### src/rtl/hex_pkg.sv
// Shared constants for the hex rate counter slice.
// Speed codes, nibble width and the step period lookup.
package hex_pkg;

  localparam logic [1:0] SPD_FAST = 2'b00;
  localparam logic [1:0] SPD_1HZ  = 2'b01;
  localparam logic [1:0] SPD_HALF = 2'b10;
  localparam logic [1:0] SPD_QTR  = 2'b11;

  localparam int NIBBLE_W = 4;

  typedef logic [NIBBLE_W-1:0] nibble_t;

  // Clock cycles between steps for a speed code.
  function automatic int unsigned period_cycles(
    input logic [1:0]  spd,
    input int unsigned hz
  );
    int unsigned p;
    p = 1;
    unique case (spd)
      SPD_FAST: p = 1;
      SPD_1HZ:  p = hz;
      SPD_HALF: p = 2 * hz;
      SPD_QTR:  p = 4 * hz;
    endcase
    return p;
  endfunction

endpackage

### src/rtl/hex_rate_counter_divider.sv
// Step-rate divider for the hex rate counter.
// Owns the down-counting divider and the last-cycle speed copy.
module rate_divider
  import hex_pkg::*;
#(
  parameter int unsigned CLK_HZ = 50_000_000,
  parameter int          DIV_W  = $clog2(4 * CLK_HZ)
) (
  input  logic       CLOCK_50,
  input  logic       reset,
  input  logic       enable,
  input  logic [1:0] speed,
  input  logic       clear,
  output logic       step_en
);

  logic [DIV_W-1:0] r_div;
  logic [1:0]       r_speed;

  logic [DIV_W-1:0] w_reload;
  logic             w_spd_chg;
  logic             w_zero;

  assign w_reload  = DIV_W'(period_cycles(speed, CLK_HZ) - 1);
  assign w_spd_chg = (speed != r_speed);
  assign w_zero    = (r_div == '0);

  // A step is due only when nothing of higher priority claims the edge.
  assign step_en = ~reset & ~clear & ~w_spd_chg
                 & enable & w_zero;

  // Divider and speed copy; load or speed change restarts a full period.
  always_ff @(posedge CLOCK_50) begin
    if (reset) begin
      r_div   <= w_reload;
      r_speed <= speed;
    end else begin
      r_speed <= speed;
      if (clear || w_spd_chg) begin
        r_div <= w_reload;
      end else if (enable) begin
        if (w_zero) begin
          r_div <= w_reload;
        end else begin
          r_div <= r_div - 1'b1;
        end
      end
    end
  end

endmodule

### src/rtl/hex_rate_counter.sv
// Rate-divided 4-bit up/down counter feeding a hex digit.
// Emits tick/wrap pulses so a second digit can be chained.
module hex_rate_counter
  import hex_pkg::*;
#(
  parameter int unsigned CLK_HZ = 50_000_000,
  parameter int          DIV_W  = $clog2(4 * CLK_HZ)
) (
  input  logic                CLOCK_50,
  input  logic                reset,
  input  logic                enable,
  input  logic [1:0]          speed,
  input  logic                up,
  input  logic                load,
  input  logic [NIBBLE_W-1:0] load_val,
  output logic [NIBBLE_W-1:0] value,
  output logic                tick,
  output logic                wrap
);

  nibble_t r_value;
  logic    r_tick;
  logic    r_wrap;

  logic    w_step;
  nibble_t w_next;
  logic    w_edge;

  rate_divider #(
    .CLK_HZ (CLK_HZ),
    .DIV_W  (DIV_W)
  ) u_div (
    .CLOCK_50 (CLOCK_50),
    .reset    (reset),
    .enable   (enable),
    .speed    (speed),
    .clear    (load),
    .step_en  (w_step)
  );

  assign w_next = up ? r_value + 1'b1
                     : r_value - 1'b1;
  assign w_edge = up ? (r_value == '1)
                     : (r_value == '0);

  // Count register with single-cycle tick/wrap pulses.
  always_ff @(posedge CLOCK_50) begin
    if (reset) begin
      r_value <= '0;
      r_tick  <= 1'b0;
      r_wrap  <= 1'b0;
    end else if (load) begin
      r_value <= load_val;
      r_tick  <= 1'b0;
      r_wrap  <= 1'b0;
    end else if (w_step) begin
      r_value <= w_next;
      r_tick  <= 1'b1;
      r_wrap  <= w_edge;
    end else begin
      r_tick  <= 1'b0;
      r_wrap  <= 1'b0;
    end
  end

  assign value = r_value;
  assign tick  = r_tick;
  assign wrap  = r_wrap;

  a_wrap_tick: assert property (
    @(posedge CLOCK_50) r_wrap |-> r_tick
  );

  a_load_no_step: assert property (
    @(posedge CLOCK_50) load |-> !w_step
  );

endmodule

### config.mk
export PLATFORM = sky130hd
export DESIGN_NAME = hex_rate_counter
export DESIGN_NICKNAME = d
export VERILOG_FILES = /design/src/rtl/hex_pkg.sv /design/src/rtl/hex_rate_counter_divider.sv /design/src/rtl/hex_rate_counter.sv
export SDC_FILE = /design/constraint.sdc
export NUM_CORES = 1
export LEC_CHECK = 0
export ABC_AREA = 1
export BUFFER_PORTS_ARGS = -buffer_cell sky130_fd_sc_hd__buf_2
export CORE_UTILIZATION = 50
export CTS_CLUSTER_DIAMETER = 80
export DETAILED_ROUTE_END_ITERATION = 8
export GPL_TIMING_DRIVEN = 0
export PLACE_DENSITY = 0.68
export SLEW_MARGIN = 10
export SYNTH_ARGS = -nofsm -noshare
export SYNTH_HDL_FRONTEND = slang
export SYNTH_SLANG_ARGS = --single-unit
### constraint.sdc
create_clock -name CLOCK_50 -period 2.2 [get_ports CLOCK_50]
set_input_delay 0.44 -clock CLOCK_50 [delete_from_list [all_inputs] [get_ports CLOCK_50]]
set_output_delay 0.44 -clock CLOCK_50 [all_outputs]
set_load 0.01 [all_outputs]
==> metrics <==
Die Y=73.5 um; Layout Utilization=58.2%; Synth Net Count=343; largest family of logic cells by synthesized area=simple AND/OR/NAND/NOR gates; final non-filler cell area=2800 um^2; status=complete, no violations; initial DRC count=116; die width=73.5 um; Multi-input gate area=1360 um^2; Critical-path top delay cell=edfxtp_1; post-synthesis mux area share=0.392%; FF+latch count, synth=36; clock sink count=36; initial antenna violation count=0; TritonCTS Buffers=5; Fmax achieved=0.541 GHz; first-pass GRT wire length=9.01 mm; CP Class=flop to flop; post_cts resized=0; port bufs=16; Buf/Inv on CP=1; largest net degree at the start of global routing=29; Switching Power=455 uW; Final HPWL DP=4.20 mm; area share of fa/ha/maj cells after synthesis=5.20%; final hold vios=0; Final #Nets=366; Cell Rows=25; pwr dens=558 nW/um^2; Critical Path Most Common Cell=nand2_1; Int Pwr=1110 uW; filler instances=441; worst clock skew=0.0115 ns; die area=5390 um^2; Slew @ Worst Pin=0.710 ns; worst min-delay path class=primary input to flop; ordered list of cells on the worst path=inv_1 > ha_1 > nand2_1 > nor2_2 > nand2_1 > nor3b_1 > o21ai_1; ys flop type=edfxtp_1; Reg power frac=54.0%; Final Cycle Share=83.9%; drt wl/cell=13.3 um; clk_lat worst skew=0.29 ns; layout cells sized above 1=19.1%; TritonCTS clock tree=done; Vias/cell=5.00; CTS root buf=clkbuf_8; minimum clock period=1.85 ns; post-synthesis compound-gate area fraction=6.47%; Gate power share=17.0%; Avg Cell Area, Syn=7.93 um^2; CTS Buffer Depth=2; Hold Buf Count CTS=0; Yosys warnings=0; vias in the first global route=1894; final setup vio count=0; Final Max Tran Viols=0; Seq/Total Area, Yosys=39.2%; DP Area=2720 um^2; postcts setup bufs=0; vias=2066; Total GRT Usage=22.4%; GPL Wtd Cong=0.912; Post-Route WL=5.49 mm; CP max FO=5; max incr delay on CP=0.36 ns; WP data arrival=1.89 ns; DRT Pass-1 Iters=4; Distinct cells, synth=35; DRC=0; Peak VDD IR=0.000401 V; XOR/XNOR Fraction of Synth Area=6.18%; Clk pwr share=29.0%; CP delay by family, top=simple AND/OR/NAND/NOR gates; CP endpoint kind=flop; Max-slew headroom=52.5%; grt total ovfl=0; max cap viols=0; core area=4820 um^2; Gate Count Post-Synth=322; EDFF count, synth=28; Worst Path Required=2.24 ns; cell area after synthesis=2550 um^2; CP Launch Type=flop; final antenna-violating net count=0; Clock transition at path regs=0.07 ns; Reg area=1000 um^2; ant diodes=0; RSZ-0062 raised after global routing=false; # H-tree levels=2; Post-Synth Simple-Gate Area=35.0%; Area growth syn-to-layout=9.76%; Sw Ratio=29.1%; P_leak=0.00131 uW; total I/O pin count=17; Initial Util=53.0%; ys async rst share=0%
==> final timing paths <==
path                   from          endpoint  slack [ns]  cells past startpoint
max          u_div.r_div[0]   u_div.r_div[20]        0.35                      7
min                speed[0]  u_div.r_speed[0]        0.32                      1
max reg2reg  u_div.r_div[0]   u_div.r_div[20]        0.35                      7
min reg2reg        value[2]          value[2]        0.56                      2
==> cells by family after synthesis <==
logic type                 after synthesis
AOI/OAI and AO/OA                       29
xor gates and xnor gates                18
adders and majority gates               10
buffers and inverters                   46
DFF                                     36
muxes                                    1
and+or+nand+nor                        182
==> Yosys cell counts, types with 2 or more instances <==
cell      count  area share, %
nand2_1      66            9.7
nor2_1       54            7.9
inv_1        38            5.6
edfxtp_1     28             33
nand3_1      20            3.9
o21ai_1      12            2.4
xnor2_1      10            3.4
ha_1          9            4.4
nand2_2       9            2.2
nor2_2        9            2.2
dfxtp_1       8            6.3
xor2_1        8            2.7
a21oi_1       7            1.4
inv_2         5           0.74
nand4_1       5            1.2
o21ai_0       4           0.78
o21ai_2       4            1.4
nand2_4       3            1.3
nor2_4        3            1.3
nor3_1        3           0.59
nand3b_1      2           0.59
nor2_8        2            1.6
==> layout make-up <==
cell class	instances	area share (%)
clock buffers	5	2.46
inverters	44	5.98
flip-flops and latches	36	35.7
repair buffers	16	2.86
well taps	67	2.99
plain buffers	2	0.938
clock inverters	3	0.491
multi-input cells	240	48.5
==> power groups by stage <==
| stage | Combinational [uW] | Sequential [uW] | Clock [uW] |
|---|---|---|---|
| floorplan | 199 | 847 | 0 |
| global placement | 258 | 857 | 0 |
| detailed placement | 263 | 859 | 0 |
| CTS | 265 | 844 | 465 |
| global route | 301 | 851 | 496 |
| finish | 265 | 845 | 453 |
==> layout by cell type, fill, tap and decap left out, drive strengths merged, types with 8 or more instances in the layout <==
cell and count:
buf 18, ha 9, nand3 21, dfxtp 8, nand2 78, edfxtp 28, o21ai 20, xor2 8
nor2 68, xnor2 10, inv 44
==> layer usage <==
layer,vias to the layer above,GRT usage (%),part of all wire [%]
met1,936,31.3,47
met3,7,4.12,5.1
met4,0,8.12,1.8
met2,43,34.6,46
met5,-,0,0
li1,1080,-,-
==> sequential cells by signal, summed over array words and instances, names as in the netlist, named ones only <==
signal	flops
wrap	1
value	4
u_div.r_speed	2
tick	1
u_div.r_div	27
==> per-stage QoR <==
stage / TNS (ns) / std cells / power, uW / setup slack [ns] / hold slack (ns)
final: 0 / 413 / 1560 / 0.353 / 0.316
after floorplan: 0 / 322 / 1050 / 0.396 / 0.468
after global routing: 0 / 413 / 1650 / 0.152 / 0.306
after global placement: -3.88 / 405 / 1120 / -0.140 / 0.532
after CTS: 0 / 413 / 1570 / 0.116 / 0.307
after detailed placement: -4.81 / 405 / 1120 / -0.173 / 0.551
Power figures use the tool's default switching activity.
